`config.mk`:
```
export PLATFORM = sky130hd
export DESIGN_NAME = trav_decide_unit
export DESIGN_NICKNAME = d
export VERILOG_FILES = /design/src/rtl/trav_pkg.sv /design/src/rtl/trav_fifo.sv /design/src/rtl/trav_hold_reg.sv /design/src/rtl/trav_decide_unit.sv
export SDC_FILE = /design/constraint.sdc
export NUM_CORES = 2
export LEC_CHECK = 0
export CAP_MARGIN = 5
export CORE_MARGIN = 1
export CORE_UTILIZATION = 55
export CTS_CLUSTER_DIAMETER = 80
export DETAILED_ROUTE_END_ITERATION = 8
export MAX_ROUTING_LAYER = met4
export PLACE_DENSITY_LB_ADDON = 0.12
export SYNTH_ARGS = -nofsm -noshare
export SYNTH_HDL_FRONTEND = slang
export SYNTH_HIERARCHICAL = 1
export SYNTH_SLANG_ARGS = --single-unit
export TNS_END_PERCENT = 10
```
`constraint.sdc`:
```
create_clock -name clk -period 17.36 [get_ports clk]
set_input_delay 5.208 -clock clk [delete_from_list [all_inputs] [get_ports clk]]
set_output_delay 5.208 -clock clk [all_outputs]
set_load 0.1 [all_outputs]
```
`src/rtl/trav_pkg.sv`:
```
// trav_pkg: shared types and constants for the traversal decision unit.
`default_nettype none

package trav_pkg;

  // Child-visit order selected by the traversal math stage
  typedef enum logic [1:0] {
    ONLY_LOW   = 2'd0,
    ONLY_HIGH  = 2'd1,
    LO_THEN_HI = 2'd2,
    HI_THEN_LO = 2'd3
  } trav_case_e;

  // Bit positions inside the 4-bit short-stack op vector {push,pop,upd_rest,upd_max}
  localparam int SS_OP_PUSH     = 3;
  localparam int SS_OP_POP      = 2;
  localparam int SS_OP_UPD_REST = 1;
  localparam int SS_OP_UPD_MAX  = 0;

endpackage

`default_nettype wire

```
`src/rtl/trav_fifo.sv`:
```
// trav_fifo: synchronous FIFO with arbitrary (non power-of-2) depth and free-entry count.
`default_nettype none

module trav_fifo #(
  parameter int W     = 8,
  parameter int DEPTH = 15,
  parameter int CNT_W = $clog2(DEPTH + 1)
) (
  input  logic             clk,
  input  logic             rst,
  input  logic             wr_i,
  input  logic [W-1:0]     wdata_i,
  input  logic             rd_i,
  output logic [W-1:0]     rdata_o,
  output logic             empty_o,
  output logic             full_o,
  output logic [CNT_W-1:0] num_left_o
);

  localparam int PTR_W = (DEPTH > 1) ? $clog2(DEPTH) : 1;

  logic [W-1:0]     mem_q [DEPTH];
  logic [PTR_W-1:0] wptr_q, rptr_q;
  logic [CNT_W-1:0] cnt_q;

  assign rdata_o    = mem_q[rptr_q];
  assign empty_o    = (cnt_q == '0);
  assign full_o     = (cnt_q == CNT_W'(DEPTH));
  assign num_left_o = CNT_W'(DEPTH) - cnt_q;

  // Pointers and occupancy; pointers wrap explicitly since DEPTH need not be a power of 2
  always_ff @(posedge clk or posedge rst) begin
    if (rst) begin
      wptr_q <= '0;
      rptr_q <= '0;
      cnt_q  <= '0;
    end else begin
      if (wr_i)
        wptr_q <= (wptr_q == PTR_W'(DEPTH - 1)) ? '0 : wptr_q + PTR_W'(1);
      if (rd_i)
        rptr_q <= (rptr_q == PTR_W'(DEPTH - 1)) ? '0 : rptr_q + PTR_W'(1);
      if (wr_i && !rd_i)
        cnt_q <= cnt_q + CNT_W'(1);
      else if (rd_i && !wr_i)
        cnt_q <= cnt_q - CNT_W'(1);
    end
  end

  // Storage array; contents are don't-care until written, so no reset
  always_ff @(posedge clk) begin
    if (wr_i)
      mem_q[wptr_q] <= wdata_i;
  end

endmodule

`default_nettype wire

```
`src/rtl/trav_hold_reg.sv`:
```
// trav_hold_reg: single-entry output register; holds valid and data stable while stalled.
`default_nettype none

module trav_hold_reg #(
  parameter int W = 8
) (
  input  logic         clk,
  input  logic         rst,
  input  logic         load_i,
  input  logic [W-1:0] data_i,
  input  logic         stall_i,
  output logic         valid_o,
  output logic [W-1:0] data_o,
  output logic         free_o
);

  // The entry can take new data when empty or when its current content leaves this cycle
  assign free_o = ~valid_o | ~stall_i;

  // Load has priority; otherwise an unstalled entry retires
  always_ff @(posedge clk or posedge rst) begin
    if (rst) begin
      valid_o <= 1'b0;
      data_o  <= '0;
    end else if (load_i) begin
      valid_o <= 1'b1;
      data_o  <= data_i;
    end else if (!stall_i) begin
      valid_o <= 1'b0;
    end
  end

endmodule

`default_nettype wire

```
`src/rtl/trav_decide_unit.sv`:
```
// trav_decide_unit: decodes buffered traversal decisions into short-stack ops and
// next-node fetches. Optional statistics counters are enabled by TRAV_DECIDE_STATS_EN.
`default_nettype none

module trav_decide_unit
  import trav_pkg::*;
#(
  parameter int SS_DEPTH = 4,
  parameter int IN_DEPTH = 15,
  parameter int RAYID_W  = 9,
  parameter int NODE_W   = 16,
  parameter int SSP_W    = $clog2(SS_DEPTH),
  parameter int SSN_W    = $clog2(SS_DEPTH + 1),
  parameter int CNT_W    = $clog2(IN_DEPTH + 1)
) (
  input  logic               clk,
  input  logic               rst,
  input  logic               in_valid,
  output logic               in_stall,
  input  logic [RAYID_W-1:0] in_ray_id,
  input  logic               in_is_shadow,
  input  logic [SSP_W-1:0]   in_ss_wptr,
  input  logic [SSN_W-1:0]   in_ss_num,
  input  logic [NODE_W-1:0]  in_parent_id,
  input  logic [NODE_W-1:0]  in_right_id,
  input  logic               in_low_empty,
  input  logic               in_high_empty,
  input  logic               in_restnode,
  input  logic [1:0]         in_case,
  input  logic [31:0]        in_t_max,
  input  logic [31:0]        in_t_min,
  input  logic [31:0]        in_t_mid,
  output logic [CNT_W-1:0]   num_left,
  output logic               ss_valid,
  input  logic               ss_stall,
  output logic [RAYID_W-1:0] ss_ray_id,
  output logic [3:0]         ss_op,
  output logic [NODE_W-1:0]  ss_push_id,
  output logic [NODE_W-1:0]  ss_rest_id,
  output logic [31:0]        ss_t_max,
  output logic               tarb_valid,
  input  logic               tarb_stall,
  output logic [RAYID_W-1:0] tarb_ray_id,
  output logic               tarb_is_shadow,
  output logic [SSP_W-1:0]   tarb_ss_wptr,
  output logic [SSN_W-1:0]   tarb_ss_num,
  output logic [NODE_W-1:0]  tarb_node_id,
  output logic               tarb_restnode,
  output logic [31:0]        tarb_t_max,
  output logic [31:0]        tarb_t_min
`ifdef TRAV_DECIDE_STATS_EN
  ,
  input  logic               stat_clr,
  output logic [31:0]        stat_push,
  output logic [31:0]        stat_pop,
  output logic [31:0]        stat_tarb,
  output logic [31:0]        stat_ovf
`endif
);

  localparam int REC_W  = RAYID_W + 1 + SSP_W + SSN_W + 2 * NODE_W + 5 + 96;
  localparam int SS_W   = RAYID_W + 4 + 2 * NODE_W + 32;
  localparam int TARB_W = RAYID_W + 1 + SSP_W + SSN_W + NODE_W + 1 + 64;

  logic [REC_W-1:0]   rec_in, rec_head;
  logic               head_empty, fifo_full, deq, wr;
  logic [RAYID_W-1:0] h_ray_id;
  logic               h_shadow, h_l, h_h, h_rest;
  logic [SSP_W-1:0]   h_wptr;
  logic [SSN_W-1:0]   h_num;
  logic [NODE_W-1:0]  h_parent, h_right, h_low_id;
  logic [1:0]         h_case;
  logic [31:0]        h_tmax, h_tmin, h_tmid;

  assign rec_in = {in_ray_id, in_is_shadow, in_ss_wptr, in_ss_num, in_parent_id, in_right_id,
                   in_low_empty, in_high_empty, in_restnode, in_case, in_t_max, in_t_min, in_t_mid};
  assign {h_ray_id, h_shadow, h_wptr, h_num, h_parent, h_right,
          h_l, h_h, h_rest, h_case, h_tmax, h_tmin, h_tmid} = rec_head;

  // A full FIFO still accepts when the head leaves in the same cycle
  assign wr       = in_valid & (~fifo_full | deq);
  assign in_stall = fifo_full & ~deq;

  trav_fifo #(.W(REC_W), .DEPTH(IN_DEPTH), .CNT_W(CNT_W)) u_fifo (
    .clk(clk), .rst(rst), .wr_i(wr), .wdata_i(rec_in), .rd_i(deq),
    .rdata_o(rec_head), .empty_o(head_empty), .full_o(fifo_full), .num_left_o(num_left)
  );

  // ---- head decode ----
  logic c_lo, c_hi, c_lh, c_hl;
  logic op_push, op_pop, op_rest, op_max, ss_need, tarb_need, near_first;
  logic [SSP_W-1:0] wptr_d;
  logic [SSN_W-1:0] num_d;

  assign c_lo = (h_case == ONLY_LOW);
  assign c_hi = (h_case == ONLY_HIGH);
  assign c_lh = (h_case == LO_THEN_HI);
  assign c_hl = (h_case == HI_THEN_LO);
  assign h_low_id = h_parent + NODE_W'(1);

  assign op_pop  = (c_lo & h_l) | (c_hi & h_h) | (h_l & h_h);
  assign op_push = ~h_l & ~h_h & (c_lh | c_hl);
  assign op_rest = h_rest & op_push;
  assign op_max  = h_rest & ((c_lh & h_h) | (c_hl & h_l));

  assign ss_need   = op_push | op_pop | op_rest | op_max;
  assign tarb_need = ~op_pop;

  // The first-visited child of a two-child case takes the near half of the interval
  assign near_first = (c_lh & ~h_l) | (c_hl & ~h_h);

  // Pointer advances with natural wrap; occupancy saturates at the stack depth
  assign wptr_d = op_push ? h_wptr + SSP_W'(1) : h_wptr;
  assign num_d  = (op_push && h_num != SSN_W'(SS_DEPTH)) ? h_num + SSN_W'(1) : h_num;

  logic [SS_W-1:0]   ss_din, ss_dout;
  logic [TARB_W-1:0] tarb_din, tarb_dout;
  logic [3:0]        op_vec;
  logic [NODE_W-1:0] next_node;
  logic [31:0]       next_tmax, next_tmin;
  logic              ss_free, tarb_free;

  always_comb begin
    op_vec                 = '0;
    op_vec[SS_OP_PUSH]     = op_push;
    op_vec[SS_OP_POP]      = op_pop;
    op_vec[SS_OP_UPD_REST] = op_rest;
    op_vec[SS_OP_UPD_MAX]  = op_max;
  end

  assign next_node = (c_lo | (c_lh & ~h_l) | (c_hl & h_h)) ? h_low_id : h_right;
  assign next_tmin = (c_lo | c_hi | near_first) ? h_tmin : h_tmid;
  assign next_tmax = (c_lo | c_hi) ? h_tmax : (near_first ? h_tmid : h_tmax);

  assign ss_din   = {h_ray_id, op_vec, (c_lh ? h_right : h_low_id), h_parent, h_tmax};
  assign tarb_din = {h_ray_id, h_shadow, wptr_d, num_d, next_node,
                     h_rest & ~op_push, next_tmax, next_tmin};

  // All-or-nothing issue: the head leaves only when every port it needs is free
  assign deq = ~head_empty & (~ss_need | ss_free) & (~tarb_need | tarb_free);

  trav_hold_reg #(.W(SS_W)) u_ss_hold (
    .clk(clk), .rst(rst), .load_i(deq & ss_need), .data_i(ss_din), .stall_i(ss_stall),
    .valid_o(ss_valid), .data_o(ss_dout), .free_o(ss_free)
  );

  trav_hold_reg #(.W(TARB_W)) u_tarb_hold (
    .clk(clk), .rst(rst), .load_i(deq & tarb_need), .data_i(tarb_din), .stall_i(tarb_stall),
    .valid_o(tarb_valid), .data_o(tarb_dout), .free_o(tarb_free)
  );

  assign {ss_ray_id, ss_op, ss_push_id, ss_rest_id, ss_t_max} = ss_dout;
  assign {tarb_ray_id, tarb_is_shadow, tarb_ss_wptr, tarb_ss_num, tarb_node_id,
          tarb_restnode, tarb_t_max, tarb_t_min} = tarb_dout;

`ifdef TRAV_DECIDE_STATS_EN
  logic [31:0] push_q, pop_q, tarb_q, ovf_q;

  assign stat_push = push_q;
  assign stat_pop  = pop_q;
  assign stat_tarb = tarb_q;
  assign stat_ovf  = ovf_q;

  // Saturating event counters updated on each dequeue
  always_ff @(posedge clk or posedge rst) begin
    if (rst) begin
      push_q <= '0; pop_q <= '0; tarb_q <= '0; ovf_q <= '0;
    end else if (stat_clr) begin
      push_q <= '0; pop_q <= '0; tarb_q <= '0; ovf_q <= '0;
    end else if (deq) begin
      if (op_push && push_q != '1)   push_q <= push_q + 32'd1;
      if (op_pop && pop_q != '1)     pop_q  <= pop_q + 32'd1;
      if (tarb_need && tarb_q != '1) tarb_q <= tarb_q + 32'd1;
      if (op_push && h_num == SSN_W'(SS_DEPTH) && ovf_q != '1) ovf_q <= ovf_q + 32'd1;
    end
  end
`endif

`ifndef SYNTHESIS
  a_no_drop: assert property (@(posedge clk) disable iff (rst) !(in_valid && in_stall))
    else $error("trav_decide_unit: record dropped while FIFO full");
  a_no_both_empty: assert property (@(posedge clk) disable iff (rst) !(!head_empty && h_l && h_h))
    else $error("trav_decide_unit: both children empty at FIFO head");
`endif

endmodule

`default_nettype wire
```
---- Yosys cells after proc, flatten, opt, wreduce, memory -nomap -nowiden ----
Memory sizes are Yosys's and may differ from the RTL's.
Cells that the tools add are included.
operators by class
  $add $sub $neg .......................... 8
  multiplexer cells ....................... 17
  bitwise logic cells ..................... 48
  reduce and logical (&&, ||, !) cells .... 8
  eq/ne operators ......................... 9
operator list
  kind                   count
  $mux 32                3
  $mux 16                2
  $and 1x1->1            19
  $or 1x1->1             17
  $add 16x1->16 const B  1
  $mux 4                 4
  $add 4x1->4 const B    3
  $eq 4x4->1 const B     3
  $not 1->1              12
  $mux 1                 6
  $eq 2x2->1 const B     2
  $logic_not 4->1        1
  $ne 2x1->1 const B     2
  $sub 4x1->4 const B    1
  $sub 4x4->4 const A    1
  $add 3x1->3 const B    1
  $logic_and 1x1->1      3
  $mux 3                 1
  $ne 3x3->1 const B     1
  $add 2x1->2 const B    1
  $eq 2x1->1 const B     1
  $logic_not 1->1        2
  $logic_not 2->1        1
  $mux 2                 1
  $reduce_bool 2->1      1
storage, ports and cells
  bits in writable memories ............... 2220
  memories kept ........................... 1
  register bits after elaboration ......... 187
  word-level logic and storage cells ...... 98
  output and inout port bits .............. 180
memory list
  memory        words  bits a word  read ports  clocked after Yosys merged registers in  write ports  RTL line         source
  u_fifo.mem_q  15     148          1           0                                        1            trav_fifo.sv:22  logic [W-1:0] mem_q [DEPTH];

---- Depth between registers and ports, before layout ----
An unclocked memory read counts as a cell.
  depth after elaboration ................. 18
  mapped depth ............................ 22

---- Cells and area by module ----
Netlist, hierarchy kept.
by module, submodules not included
  module                       instances  sequential area each (µm²)  area an instance (µm²)  cells each
  trav_fifo                    1          66964.2                     84040.6                 3869
  trav_hold_reg (u_tarb_hold)  1          2427.3                      3718.6                  207
  trav_hold_reg (u_ss_hold)    1          1951.9                      2975.4                  167
  trav_decide_unit             1          0.0                         1931.9                  240

---- Worst setup path after synthesis ----
No wires, ideal clock.
  path kind ............................... input to register
  start point ............................. input tarb_stall
  end point ............................... memory u_fifo/mem_q[1][0] in the netlist's numbering (enable)
  stages .................................. 8
  slack ................................... -3947 ps
  buffers on the path ..................... 1
  required time ........................... 16342 ps
  arrival time ............................ 20289 ps
  path through ............................ nand2_1 a21oi_1 a221oi_2 o311ai_2 a21boi_1 clkbuf_1 nand2_1 nor4_1
on the way
  cells in the longest elaborated chain, start to end .. 8
ends and longest elaborated chain
  element                       RTL line                 source
  start, declared               trav_decide_unit.sv:42   input logic tarb_stall,
  $not 1->1                     trav_hold_reg.sv:18      assign free_o = ~valid_o | ~stall_i;
  $or 1x1->1                    trav_hold_reg.sv:18
  $or 1x1->1                    trav_decide_unit.sv:140  assign deq = ~head_empty & (~ss_need | ss_free) & (~tarb_need | tarb_free);
  $and 1x1->1                   trav_decide_unit.sv:140
  $or 1x1->1                    trav_decide_unit.sv:81   assign wr = in_valid & (~fifo_full | deq);
  $and 1x1->1                   trav_decide_unit.sv:81
  net wr                        trav_decide_unit.sv:66   logic head_empty, fifo_full, deq, wr;
  $mux 1                        trav_fifo.sv:51          if (wr_i)
  $mux 1 (not written as such)  trav_fifo.sv:52          mem_q[wptr_q] <= wdata_i;
  end, declared                 trav_fifo.sv:22
The timed path passes the listed nets, and every way through them passes these cells.

---- Worst setup path after layout ----
  start point ............................. input ss_stall
  end point ............................... output in_stall
on the way
  cells in the longest elaborated chain, start to end .. 7
ends and longest elaborated chain
  element                    RTL line                 source
  start, declared            trav_decide_unit.sv:35   input logic ss_stall,
  $not 1->1                  trav_hold_reg.sv:18
  $or 1x1->1                 trav_hold_reg.sv:18
  net ss_free                trav_decide_unit.sv:121  logic ss_free, tarb_free;
  $or 1x1->1                 trav_decide_unit.sv:140
  $and 1x1->1 (2 in series)  trav_decide_unit.sv:140
  $not 1->1                  trav_decide_unit.sv:82   assign in_stall = fifo_full & ~deq;
  $and 1x1->1                trav_decide_unit.sv:82
  end, declared              trav_decide_unit.sv:19   output logic in_stall,
The timed path passes the listed nets, and every way through them passes these cells.

==> impl_metrics.yaml <==
run_status:
  status: "finished clean"
clocking:
  hold_buffers: 0
  root_buffer: "clkbuf_16"
  cts_sinks: 2407
  cts_max_level: 4
  ctsResizeCount: 0
  clock_latency_ns: 0.87
  cts_made_buffers: 234
  clkSlewWorstSetupHoldPaths_ns: 0.05
  cts_setup_buffers: 0
  clockBufferDepth: 3
  cts_tree: "yes"
placement:
  port_buffers: 332
  gp_congestion: 0.819
  dp_cells: 6850
  dp_slack_ns: 3.78
  dp_hpwl_um: 118000
sta:
  layout_setup_ws_ns: 3.79
  setup_viol: 0
  rsz0062_at_grt: "no"
  finalCriticalPeriod_ns: 13.57
  max_freq_mhz: 73.7
  slew_violations: 0
  clock-skew-final_ns: 0.0330
  tightest_slew_ns: 1.27
  final-hold-violation-count: 0
  holdWs_ns: 0.504
  finalSetupTns_ns: 0
  min_period_over_period_pct: 78.2
  max_slew_margin_pct: 14.8
pwr:
  irDropWorstVdd_uv: 289
  power_density_mw_per_mm2: 202
  p_leak_nw: 34.7
floorplanning:
  core_area_sq_mm: 0.167
  ios: 333
  dieArea_sq_mm: 0.170
  rows: 150
  fp.dieH_um: 412
  start_util_pct: 55.4
  die_w_um: 412
worst_setup_path:
  cp_max_fo: 5
  crit_path_start_kind: "input pin"
  r2r_slack_ns: 9.20
  arrival_ns: 8.37
  worst_path_most_repeated_cell: "clkdlybuf4s50_1"
  crit-reg2reg-launch: "u_fifo/rptr_q[1]$_DFFE_PP0P_"
  path_class: "in -> out"
  reg2reg_depth: 14
  path_cells: "clkdlybuf4s50_1 > nand2_1 > o311ai_2 > and2_1 > clkdlybuf4s50_1"
  end_kind: "output pin"
  worstPathRequired_ns: 12.15
  slowest_stage: "clkdlybuf4s50_1"
  timing.rr.end: "u_fifo/mem_q[10][64]$_DFFE_PP_"
  cpPeakStageDelay_ns: 1.16
grt:
  grt_pass1_vias: 45600
  grt_overflow: 0
  antenna_found_initial: 34
  grt_pass1_wl_um: 319000
  grt_max_degree: 167
  grt_use_total_pct: 27.0
detailed_routing:
  routed.top_layer: "met4"
  firstDrtPassIters: 5
  vias_per_cell: 6.22
  drtIter0Drc: 4837
  drt-met1-wl_um: 92000
  met2_length_um: 109000
  drc: 0
  routed_wl_um: 220000
  drtAntennaViolNets: 0
  wl_met3_um: 14300
  post_drt_wl_per_cell_um: 30.1
  vias: 45400
synthesis:
  yosysSeqAreaShare_pct: 77.0
  synth.cell_area_sq_mm: 0.0927
  synth_seq_cells: 2407
  yosys_warnings: 6
  ys.flop_type: "edfxtp_1"
  avgSynthCellArea_sq_um: 20.7
  synth_cell_types: 50
  synthCells: 4483
  synth_nets: 4643
  async_flop_share_pct: 7.77
  synth_edf_count: 2220
min_path:
  holdPathStages: 1
  hp-class: "reg -> reg"
  holdPathEnd: "u_tarb_hold/data_o[26]$_DFFE_PP0P_"
  min-delay-start: "u_tarb_hold/data_o[26]$_DFFE_PP0P_"
finish:
  nFillCells: 11500
  multi_input_area_sq_mm: 0.0201
  ff_latch_area_sq_mm: 0.0714
  final_util_pct: 63.5
  area_delta_synth_final_pct: 14.7
  final_cell_count_no_fill: 7310
  drive_above_1_share_pct: 22.6
  nNetsFinal: 5042
flow_run:
  max_cap_violations: 0
-- routing by layer --
layer	track usage, %	vias to the layer above
li1	-	19200
met1	37.4	24200
met2	42.7	1640
met3	3.84	312
met4	6.78	0
met5	-	-
-- power breakdown --
part / switching, mW / internal [mW] / total, mW
logic: 5.56 / 3.33 / 8.88
registers: 0.343 / 7.13 / 7.48
clock network: 2.13 / 2.94 / 5.08
-- cell families after synthesis --
kind of cell	Yosys count	share of synthesized area, %
multiplexers	835	15.7
buffers and inverters	279	1.51
AND/OR/NAND/NOR	431	1.93
AO/OA/AOI/OAI	507	3.63
flip-flops	2407	77.0
adder cells (fa/ha/maj)	7	0.103
XOR/XNOR	17	0.161
-- state kept, by name, summed over array words and instances, names as in the netlist --
register             flops
u_fifo/cnt_q             4
u_fifo/mem_q          2220
u_fifo/rptr_q            4
u_fifo/wptr_q            4
u_ss_hold/data_o        77
u_ss_hold/valid_o        1
u_tarb_hold/data_o      96
u_tarb_hold/valid_o      1
-- area by class of cell --
class / count / area share, %
inverter: 19 / 0.0742
tap: 2204 / 2.60
antenna: 18 / 0.0424
multi-input combinational: 1797 / 18.9
sequential: 2407 / 67.2
timing repair buffer: 423 / 3.95
clock inverter: 130 / 1.26
clock buffer: 312 / 6.03
-- metrics by stage --
step	instance area, sq um	total power, mW
after floorplan	92700	14.1
after global placement	98500	16.4
after detailed placement	98500	16.5
after CTS	106000	21.6
after global routing	106000	22.2
final	106000	21.4
-- placed cells by master (no fill, tap or decap), types with 5 or more instances in the layout --
cell type and count:
edfxtp_1 2220, mux4_2 444, clkdlybuf4s50_1 332, clkbuf_16 237, dfrtp_1 185, nand2_1 180, nor2_1 179, a21oi_1 177
mux2_2 162, mux2i_1 150, o211ai_1 150, a22oi_1 148, mux2_4 78, buf_4 76, clkbuf_1 53, clkinv_1 47
clkinv_2 39, bufinv_16 24, diode_2 18, clkbuf_8 18, inv_1 17, buf_12 15, nand3_1 11, o21ai_0 11
nand4_1 9, xnor2_1 9, xor2_1 8, nor3_2 8, nor2_4 7, clkinvlp_4 7, ha_1 6, inv_6 6
nor4_1 5, nor2b_1 5, and2_1 5, a31oi_1 5, a21o_1 5
-- Yosys cell counts, types with 2 or more instances --
cell type	number	area, sq um
o221ai_1	2	17.5
a21o_1	5	37.5
nor2_1	186	698
o211ai_1	150	1130
mux2_4	78	1170
buf_2	72	360
a31oi_1	5	31.3
inv_1	19	71.3
and2_1	5	31.3
a22oi_1	148	1110
mux2i_1	150	1500
buf_4	31	233
edfxtp_1	2220	66700
xor2_1	8	70.1
buf_6	20	225
mux2_2	162	1820
ha_1	6	75.1
nor2b_1	7	43.8
nand3_1	11	55.1
nand2b_1	4	25.0
clkbuf_1	110	413
nand2_4	2	22.5
nand4_1	9	56.3
xnor2_1	9	78.8
or3_1	2	12.5
nor3_1	9	45.0
mux4_2	444	10000
nor4_1	8	50.1
nand2_1	181	679
o21ai_0	11	55.1
dfrtp_1	187	4680
a21oi_1	178	891
buf_1	27	101
-- worst max-delay path, delay by kind of cell --
family	cells	cell delay [ns]
AOI/OAI and AO/OA	1	0.97
buffers and inverters	2	1.64
and+or+nand+nor	2	0.54
-- how the worst max path moves through the flow --
stage                                   endpoint  depth (start not counted)  startpoint  slack [ns]
CTS                                     in_stall                          5    ss_stall        3.77
detailed placement                      in_stall                          5    ss_stall        3.78
floorplan           u_fifo/mem_q[0][0]$_DFFE_PP_                          8  tarb_stall       -3.94
global placement                        in_stall                          5    ss_stall        3.75
global route                            in_stall                          5    ss_stall        3.77
finish                                  in_stall                          5    ss_stall        3.79
No activity file was read; power rests on OpenSTA's default activity.
